$ cat src/rtl/mpc_kob_pkg.sv
// Shared types and defaults for the keep-order buffer (package mpc_types).
// Optional build macro: MPC_KOB_BYPASS_EN (0-cycle fill-to-response bypass for the head slot).
package mpc_types;

  localparam int MPC_KOB_DEPTH_DEFAULT  = 8;
  localparam int MPC_KOB_DATA_W_DEFAULT = 128;
  localparam int MPC_KOB_ID_W_DEFAULT   = $clog2(MPC_KOB_DEPTH_DEFAULT);

  // One out-of-order fill as it travels from a bank: target slot plus payload.
  typedef struct packed {
    logic [MPC_KOB_ID_W_DEFAULT-1:0]   rob_id;
    logic [MPC_KOB_DATA_W_DEFAULT-1:0] rdata;
  } kob_fill_t;

endpackage : mpc_types

$ cat src/rtl/mpc_kob_ptr.sv
// Wrapping pointer with increment enable. The width includes one wrap bit above
// the slot index, so the pointer counts modulo 2*DEPTH.
module mpc_kob_ptr #(
  parameter int W = 4
) (
  input  logic         clk_i,
  input  logic         rst_ni,
  input  logic         inc_i,
  output logic [W-1:0] ptr_o
);

  logic [W-1:0] ptr_q;
  logic [W-1:0] ptr_d;

  assign ptr_d = inc_i ? ptr_q + W'(1) : ptr_q;
  assign ptr_o = ptr_q;

  // Pointer register, cleared asynchronously.
  always_ff @(posedge clk_i or negedge rst_ni) begin
    if (!rst_ni) begin
      ptr_q <= '0;
    end else begin
      ptr_q <= ptr_d;
    end
  end

endmodule : mpc_kob_ptr

$ cat src/rtl/mpc_kob.sv
// Keep-order buffer: slots are allocated in request order, filled out of order
// by banks, and drained strictly in allocation order from the head.
// Optional build macro: MPC_KOB_BYPASS_EN -- a legal fill to the unfilled head
// slot is presented on rsp_* in the same cycle.
module mpc_kob
  import mpc_types::*;
#(
  parameter int DEPTH  = MPC_KOB_DEPTH_DEFAULT,
  parameter int DATA_W = MPC_KOB_DATA_W_DEFAULT,
  parameter int ID_W   = $clog2(DEPTH)
) (
  input  logic              clk_i,
  input  logic              rst_ni,
  input  logic              alloc_valid_i,
  output logic              alloc_ready_o,
  output logic [ID_W-1:0]   alloc_id_o,
  input  logic              fill_valid_i,
  input  logic [ID_W-1:0]   fill_id_i,
  input  logic [DATA_W-1:0] fill_data_i,
  output logic              rsp_valid_o,
  input  logic              rsp_ready_i,
  output logic [DATA_W-1:0] rsp_data_o,
  output logic [ID_W:0]     count_o,
  output logic              err_o
);

  localparam int PW = ID_W + 1;

  logic [PW-1:0]     head_q;
  logic [PW-1:0]     tail_q;
  logic [ID_W-1:0]   head_idx;
  logic [ID_W-1:0]   tail_idx;
  logic              empty;
  logic              full;
  logic              alloc_fire;
  logic              drain;
  logic              fill_legal;
  logic              store_en;
  logic [DEPTH-1:0]  alloc_q;
  logic [DEPTH-1:0]  alloc_d;
  logic [DEPTH-1:0]  filled_q;
  logic [DEPTH-1:0]  filled_d;
  logic              err_q;
  logic              err_d;
  logic [DATA_W-1:0] data_q [DEPTH];

  mpc_kob_ptr #(.W(PW)) u_head_ptr (
    .clk_i  (clk_i),
    .rst_ni (rst_ni),
    .inc_i  (drain),
    .ptr_o  (head_q)
  );

  mpc_kob_ptr #(.W(PW)) u_tail_ptr (
    .clk_i  (clk_i),
    .rst_ni (rst_ni),
    .inc_i  (alloc_fire),
    .ptr_o  (tail_q)
  );

  assign head_idx = head_q[ID_W-1:0];
  assign tail_idx = tail_q[ID_W-1:0];

  // Equal pointers mean empty; differing only in the wrap bit means full.
  assign empty = (head_q == tail_q);
  assign full  = (head_q[ID_W] != tail_q[ID_W]) && (head_idx == tail_idx);

  // Ready depends only on registered pointers, so a drain cannot free a slot
  // for an allocation in the same cycle.
  assign alloc_ready_o = !full;
  assign alloc_fire    = alloc_valid_i && !full;
  assign alloc_id_o    = tail_idx;
  assign count_o       = tail_q - head_q;
  assign err_o         = err_q;

  // A fill counts only when its slot is waiting for data.
  assign fill_legal = fill_valid_i && alloc_q[fill_id_i] && !filled_q[fill_id_i];

`ifdef MPC_KOB_BYPASS_EN
  logic fill_head;
  logic bypass_hit;

  assign fill_head   = fill_legal && (fill_id_i == head_idx);
  assign bypass_hit  = !empty && !filled_q[head_idx] && fill_head;
  assign rsp_valid_o = (!empty && filled_q[head_idx]) || bypass_hit;
  // A bypassed fill that is consumed immediately never occupies the slot.
  assign store_en    = fill_legal && !(bypass_hit && rsp_ready_i);

  // Head data comes from storage once filled, otherwise straight from the fill port.
  always_comb begin
    rsp_data_o = '0;
    if (!empty && filled_q[head_idx]) begin
      rsp_data_o = data_q[head_idx];
    end else if (bypass_hit) begin
      rsp_data_o = fill_data_i;
    end
  end
`else
  assign rsp_valid_o = !empty && filled_q[head_idx];
  assign rsp_data_o  = rsp_valid_o ? data_q[head_idx] : '0;
  assign store_en    = fill_legal;
`endif

  assign drain = rsp_valid_o && rsp_ready_i;

  // Slot status next-state: drain frees the head, alloc claims the tail, fill marks data present.
  always_comb begin
    alloc_d  = alloc_q;
    filled_d = filled_q;
    err_d    = err_q;
    if (drain) begin
      alloc_d[head_idx]  = 1'b0;
      filled_d[head_idx] = 1'b0;
    end
    if (alloc_fire) begin
      alloc_d[tail_idx]  = 1'b1;
      filled_d[tail_idx] = 1'b0;
    end
    if (store_en) begin
      filled_d[fill_id_i] = 1'b1;
    end
    if (fill_valid_i && !fill_legal) begin
      err_d = 1'b1;
    end
  end

  // Slot status and sticky error flag, cleared asynchronously.
  always_ff @(posedge clk_i or negedge rst_ni) begin
    if (!rst_ni) begin
      alloc_q  <= '0;
      filled_q <= '0;
      err_q    <= 1'b0;
    end else begin
      alloc_q  <= alloc_d;
      filled_q <= filled_d;
      err_q    <= err_d;
    end
  end

  // Response payload storage; contents are qualified by filled_q, so no reset.
  always_ff @(posedge clk_i) begin
    if (store_en) begin
      data_q[fill_id_i] <= fill_data_i;
    end
  end

endmodule : mpc_kob

$ cat config.mk
export PLATFORM = sky130hd
export DESIGN_NAME = mpc_kob
export DESIGN_NICKNAME = d
export VERILOG_FILES = /design/src/rtl/mpc_kob_pkg.sv /design/src/rtl/mpc_kob_ptr.sv /design/src/rtl/mpc_kob.sv
export SDC_FILE = /design/constraint.sdc
export NUM_CORES = 1
export LEC_CHECK = 0
export ABC_AREA = 0
export BUFFER_PORTS_ARGS = -buffer_cell sky130_fd_sc_hd__buf_2
export CAP_MARGIN = 20
export CORE_MARGIN = 2
export CORE_UTILIZATION = 60
export DETAILED_ROUTE_END_ITERATION = 8
export PLACE_DENSITY = 0.79
export SLEW_MARGIN = 20
export SYNTH_ARGS = -nofsm -noshare
export SYNTH_HDL_FRONTEND = slang
export SYNTH_SLANG_ARGS = --single-unit
$ cat constraint.sdc
create_clock -name clk_i -period 8.6 [get_ports clk_i]
set_clock_uncertainty 0.1 [all_clocks]
set_input_delay 1.72 -clock clk_i [delete_from_list [all_inputs] [get_ports clk_i]]
set_output_delay 1.72 -clock clk_i [all_outputs]
set_load 0.02 [all_outputs]
==> results.sh, run 1 <==
export IMPL_nets=2363
export IMPL_synth_cells=1960
export IMPL_start_util_pct=60.8
export IMPL_rr_worst_depth=5
export IMPL_drc=0
export IMPL_ys_seq_area_share_pct=81.7
export IMPL_wl_per_cell_um=29.3
export IMPL_slew_headroom_pct=26.2
export IMPL_seq_power_share_pct=39.2
export IMPL_cp_max_fo=44
export IMPL_stdcell_count=3162
export IMPL_arrival_ns=4.17
export IMPL_rsz0062_at_grt="no"
export IMPL_p_clk_share_pct=27.6
export IMPL_syn_area_um2=38400
export IMPL_rows=92
export IMPL_drt_iter0_drc=2426
export IMPL_syn_nets=2102
export IMPL_io_pins=274
export IMPL_grtUsageTotal_pct=28.1
export IMPL_die_h_um=257
export IMPL_crit_type="reg -> out"
export IMPL_slew_violations=0
export IMPL_routed_wl_mm=92.7
export IMPL_yosysWarnings=0
export IMPL_gr_total_overflow=0
export IMPL_synth_edff_count=1024
export IMPL_async_reset_ff_share_pct=2.38
export IMPL_stdcell_area_um2=43700
export IMPL_firstDrtPassIters=7
export IMPL_viasPerCell=6.81
export IMPL_insertion_delay_ns=0.64
export IMPL_nFillCells=3756
export IMPL_cts_sinks=1049
export IMPL_setup_viol=0
export IMPL_globalplace_congestion=0.884
export IMPL_clockRootBuffer="clkbuf_16"
export IMPL_pwr_share_comb_pct=33.2
export IMPL_numPlacedInstances=2965
export IMPL_grt_max_degree=130
export IMPL_core_area_um2=63200
export IMPL_cts_max_level=3
export IMPL_first_global_vias=22200
export IMPL_p_leak_nw=13.9
export IMPL_register_area_um2=31400
export IMPL_power_density_nw_per_um2=347
export IMPL_grt_antenna_before_repair=27
export IMPL_cts_resized=0
export IMPL_synth_cell_types=49
export IMPL_min_path_cells=1
export IMPL_crit_required_ns=6.78
export IMPL_ff2ff_setup_slack_ns=5.55
export IMPL_cts_buffers=100
export IMPL_status="finished, final reports clean"
export IMPL_portBuffers=273
export IMPL_dieArea_um2=66000
export IMPL_worst_pin_slew_ns=1.10
export IMPL_min_period_ns=5.99
export IMPL_avgSynthCellArea_um2=19.6
export IMPL_multi_input_area_um2=6320
export IMPL_placed_cell_area_um2=40500
export IMPL_p_int_w=0.00981
export IMPL_die_width_um=257
export IMPL_hold_class="reg -> reg"
export IMPL_detail_route_antenna_nets=0
export IMPL_final_common_cell="edfxtp_1"
export IMPL_path_clk_slew_ns=0.06
export IMPL_ir_drop_uv=337
export IMPL_switching_power_w=0.00534
export IMPL_clock_path_buffers=3
export IMPL_ctsHoldBuffers=0
export IMPL_grt_pass1_wl_mm=139
export IMPL_swShare_pct=35.2
export IMPL_drive_gt1_share_pct=24.6
export IMPL_hold_ws_ns=0.364
export IMPL_drv_cap=0
export IMPL_startpoint_type="register"
export IMPL_synth_ff_type="edfxtp_1"
export IMPL_post_route_period_util_pct=69.7
export IMPL_num_vias=21500
export IMPL_ys_ff_latch=1049
export IMPL_cts_tree="done"
export IMPL_post_cts_buffers=0
export IMPL_post_dp_hpwl_mm=43.9
export IMPL_max_freq_ghz=0.167
export IMPL_final_cell_mix="1024 x edfxtp_1, 273 x buf_2, 269 x o22ai_1"
export IMPL_end_kind="primary output"
export IMPL_final_core_util_pct=69.1
export IMPL_area_delta_synth_final_pct=13.8
export IMPL_hold_viol=0
==> power groups by stage <==
stage | clock [W] | combinational, W | sequential (W)
after floorplan | 0 | 0.00348 | 0.00601
after global placement | 0 | 0.00490 | 0.00602
after detailed placement | 0 | 0.00497 | 0.00603
after CTS | 0.00421 | 0.00501 | 0.00593
after global routing | 0.00441 | 0.00525 | 0.00595
final | 0.00418 | 0.00503 | 0.00593
==> sequential cells by signal, summed over array words and instances, names as in the netlist <==
name	count
alloc_q	8
u_tail_ptr.ptr_o	4
u_head_ptr.ptr_o	4
filled_q	8
data_q	1024
err_o	1
==> final timing paths <==
| check | startpoint | endpoint |
|---|---|---|
| setup / recovery | u_head_ptr.ptr_o[2] | rsp_data_o[106] |
| hold / removal | err_o | err_o |
| setup reg to reg | filled_q[2] | data_q[0][73] |
| hold reg to reg | err_o | err_o |
| max in group asynchronous | rst_ni | u_head_ptr.ptr_o[0] |
| min in group asynchronous | rst_ni | alloc_q[4] |
==> cells by family after synthesis <==
| family | Yosys count | synth area share, % |
|---|---|---|
| buf+inv | 155 | 2.12 |
| flops | 1049 | 81.7 |
| fa+ha+maj | 6 | 0.215 |
| simple gates | 169 | 4.44 |
| compound gates | 563 | 11.0 |
| xor+xnor | 10 | 0.228 |
| mux | 8 | 0.280 |
==> area by class of cell <==
cell class | count | share of cell area (%)
tap | 846 | 2.42
timing repair buffer | 295 | 3.91
sequential | 1049 | 71.8
inverter | 19 | 0.163
clock buffer | 131 | 6.23
multi-input combinational | 756 | 14.5
clock inverter | 51 | 0.931
antenna | 15 | 0.0859
==> through the flow <==
step                      setup TNS [ns]  total power, W  setup slack (ns)
after floorplan                   -40.36         0.00949           -0.0495
after global placement                 0          0.0109              3.44
after detailed placement               0          0.0110              3.33
after CTS                              0          0.0152              2.63
after global routing                   0          0.0156              2.39
final                                  0          0.0151              2.61
==> worst max-delay path, cell delays in order, from the launching register on <==
cell and delay, ns:
dfrtp_1 0.62, mux2_2 0.40, a31oi_2 0.45, a31o_4 0.94
buf_4 0.67, nor4_2 0.17, buf_2 0.21
==> per-layer routing <==
layer  track usage (%)  wire (um)
met2              44.8      44900
met1              38.6      35700
met5                 0        141
met4              10.3       2880
met3              6.46       9030
==> synth_stat cells (2+ instances only) <==
library cell / n / area (um^2)
a211oi_1: 6 / 45.0
a21o_1: 2 / 15.0
and3_1: 2 / 12.5
buf_1: 5 / 18.8
buf_12: 11 / 220
buf_2: 17 / 85.1
buf_4: 4 / 30.0
buf_6: 2 / 22.5
clkbuf_1: 97 / 364
dfrtp_1: 25 / 626
edfxtp_1: 1024 / 30700
ha_1: 5 / 62.6
inv_1: 18 / 67.6
mux2_2: 2 / 22.5
mux2i_1: 4 / 40.0
mux4_2: 2 / 45.0
nand2_1: 6 / 22.5
nand2b_1: 5 / 31.3
nand3_1: 3 / 15.0
nand3b_1: 3 / 22.5
nor2_1: 11 / 41.3
nor3_1: 3 / 15.0
nor3b_1: 2 / 15.0
nor4_1: 19 / 119
nor4_2: 109 / 1360
o21ai_0: 6 / 30.0
o21ai_1: 3 / 15.0
o221ai_1: 128 / 1120
o22a_1: 128 / 1120
o22ai_1: 269 / 1680
o31ai_1: 6 / 45.0
o32ai_1: 6 / 52.6
or3_1: 2 / 12.5
or3b_2: 2 / 17.5
xnor2_1: 6 / 52.6
xor2_1: 4 / 35.0
Note: power is estimated with default switching activity, not from simulation.
==> inputs of run 2 (changes only) <==
--- a/config.mk
+++ b/config.mk
@@ -9,9 +9,9 @@
 export BUFFER_PORTS_ARGS = -buffer_cell sky130_fd_sc_hd__buf_2
 export CAP_MARGIN = 20
 export CORE_MARGIN = 2
-export CORE_UTILIZATION = 60
+export CORE_UTILIZATION = 54
 export DETAILED_ROUTE_END_ITERATION = 8
-export PLACE_DENSITY = 0.79
+export PLACE_DENSITY = 0.75
 export SLEW_MARGIN = 20
 export SYNTH_ARGS = -nofsm -noshare
 export SYNTH_HDL_FRONTEND = slang
==> constraint.sdc (replaced) <==
create_clock -name clk_i -period 4.95 [get_ports clk_i]
set_clock_uncertainty 0.1 [all_clocks]
set_input_delay 0.99 -clock clk_i [delete_from_list [all_inputs] [get_ports clk_i]]
set_output_delay 0.99 -clock clk_i [all_outputs]
set_load 0.02 [all_outputs]
==> results.sh, run 2 (synthesis results as in run 1) <==
export IMPL_grt_pass1_wl_mm=140
export IMPL_crit_required_ns=3.86
export IMPL_nFillCells=4687
export IMPL_crit_type="reg -> out"
export IMPL_hold_class="in -> async"
export IMPL_status="finished, final reports clean"
export IMPL_r2r_start="filled_q[6]"
export IMPL_startpoint_type="register"
export IMPL_largest_registers="data_q: 1024 flops, alloc_q: 8 flops, filled_q: 8 flops"
export IMPL_endpoint="rsp_data_o[45]"
export IMPL_p_int_w=0.0175
export IMPL_nets=2416
export IMPL_die_width_um=271
export IMPL_power_density_nw_per_um2=603
export IMPL_cts_tree="done"
export IMPL_setup_viol=0
export IMPL_max_freq_ghz=0.208
export IMPL_hold_viol=0
export IMPL_grt_use_met1_pct=34.7
export IMPL_first_global_vias=22100
export IMPL_grt_busiest_layer="met2"
export IMPL_grtUsageMet3_pct=6.12
export IMPL_drt_iter0_drc=2131
export IMPL_core_area_um2=70300
export IMPL_rsz0062_at_grt="no"
export IMPL_clockRootBuffer="clkbuf_16"
export IMPL_seq_power_share_pct=38.4
export IMPL_largest_reg_flops=1024
export IMPL_wl_per_cell_um=28.9
export IMPL_portBuffers=273
export IMPL_num_vias=21500
export IMPL_path_clk_slew_ns=0.06
export IMPL_pwr_share_comb_pct=33.7
export IMPL_drv_cap=0
export IMPL_drive_gt1_share_pct=26.1
export IMPL_arrival_ns=3.72
export IMPL_grtUsageTotal_pct=25.6
export IMPL_cts_buffers=102
export IMPL_io_pins=274
export IMPL_grtUsageMet2_pct=41.3
export IMPL_reg2reg_to="data_q[2][124]"
export IMPL_worst_pin_slew_ns=1.16
export IMPL_routed_wl_mm=95.4
export IMPL_cts_max_level=3
export IMPL_cp_max_fo=21
export IMPL_slew_headroom_pct=22.4
export IMPL_detail_route_antenna_nets=0
export IMPL_die_h_um=271
export IMPL_slew_violations=0
export IMPL_cts_sinks=1049
export IMPL_final_cell_mix="1024 x edfxtp_1, 273 x buf_2, 269 x o22ai_1"
export IMPL_rows=97
export IMPL_clock_path_buffers=3
export IMPL_area_delta_synth_final_pct=16.0
export IMPL_switching_power_w=0.00932
export IMPL_ff2ff_setup_slack_ns=1.95
export IMPL_max_flop_register="data_q"
export IMPL_post_dp_hpwl_mm=52.1
export IMPL_ctsHoldBuffers=0
export IMPL_dieArea_um2=73200
export IMPL_ir_drop_uv=447
export IMPL_power_w=0.0268
export IMPL_grt_antenna_before_repair=25
export IMPL_end_kind="primary output"
export IMPL_firstDrtPassIters=5
export IMPL_critPathLaunch="u_head_ptr.ptr_o[2]"
export IMPL_hold_ws_ns=0.250
export IMPL_start_util_pct=54.6
export IMPL_rr_worst_depth=5
export IMPL_gr_total_overflow=0
export IMPL_p_leak_nw=14.3
export IMPL_drc=0
export IMPL_post_route_period_util_pct=97.3
export IMPL_swShare_pct=34.7
export IMPL_final_common_cell="edfxtp_1"
export IMPL_viasPerCell=6.52
export IMPL_insertion_delay_ns=0.64
export IMPL_globalplace_congestion=0.854
export IMPL_min_period_ns=4.81
export IMPL_p_clk_share_pct=27.9
export IMPL_grt_max_degree=82
[run 2: changes by cell type in the layout (fill, tap and decap cells not counted), moves of 4 or more]
cell	previous run	this run
clkinv_1	22	29
clkinvlp_4	5	1
buf_12	14	33
bufinv_16	5	10
buf_4	8	38
[run 2: layout make-up]
| cell class | instances | area (um^2) | area share [%] |
|---|---|---|---|
| repair buffers | 345 | 2320 | 5.22 |
| clock buffers | 129 | 2720 | 6.10 |
| multi-input cells | 757 | 6340 | 14.2 |
| well taps | 940 | 1180 | 2.64 |
| inverters | 19 | 71.3 | 0.160 |
| clock inverters | 54 | 513 | 1.15 |
| diodes | 12 | 30.0 | 0.0674 |
| flip-flops and latches | 1049 | 31400 | 70.4 |
[run 2: routing by layer]
metal | routed length [um] | vias to the layer above | part of all wire, %
met5 | 169 | - | 0.18
met2 | 46000 | 1227 | 48
met3 | 8970 | 221 | 9.4
met1 | 37800 | 11000 | 40
met4 | 2440 | 26 | 2.6
li1 | - | 9123 | -
[run 2: worst min-delay path by stage]
stage	endpoint	slack (ns)
global route	u_head_ptr.ptr_o[2]	0.28
CTS	alloc_q[2]	0.23
global placement	err_o	0.34
finish	alloc_q[1]	0.25
detailed placement	err_o	0.34
floorplan	alloc_q[2]	0.37
[run 2: timing repair]
item,4_1_cts,5_1_grt
setup buffers,0,0
resized for setup,0,4
endpoints found under the setup margin,0,22
[run 2: power groups by stage]
stage	Clock (W)	Sequential, W	Combinational (W)
after global placement	0	0.0105	0.00883
after global routing	0.00791	0.0103	0.00953
after CTS	0.00757	0.0103	0.00898
after detailed placement	0	0.0105	0.00893
final	0.00748	0.0103	0.00906
after floorplan	0	0.0104	0.00605
[run 2: critical path: stages (launching register included)]
cell and delay (ns):
dfrtp_1 0.56, and3_1 0.27, o21ai_1 0.89, a31o_4 0.58, buf_4 0.44, nor4_2 0.13, buf_2 0.18
[run 2: stage by stage]
stage	cells	cell area [um^2]	TNS, ns	setup slack (ns)	util [%]
final	3305	44500	0	0.136	63.4
after global routing	3304	44500	0	0.00664	63.4
after CTS	3292	44500	0	0.113	63.3
after detailed placement	3109	41200	0	0.794	58.7
after global placement	3109	41200	0	0.936	58.7
after floorplan	1960	38400	-859.36	-0.849	-
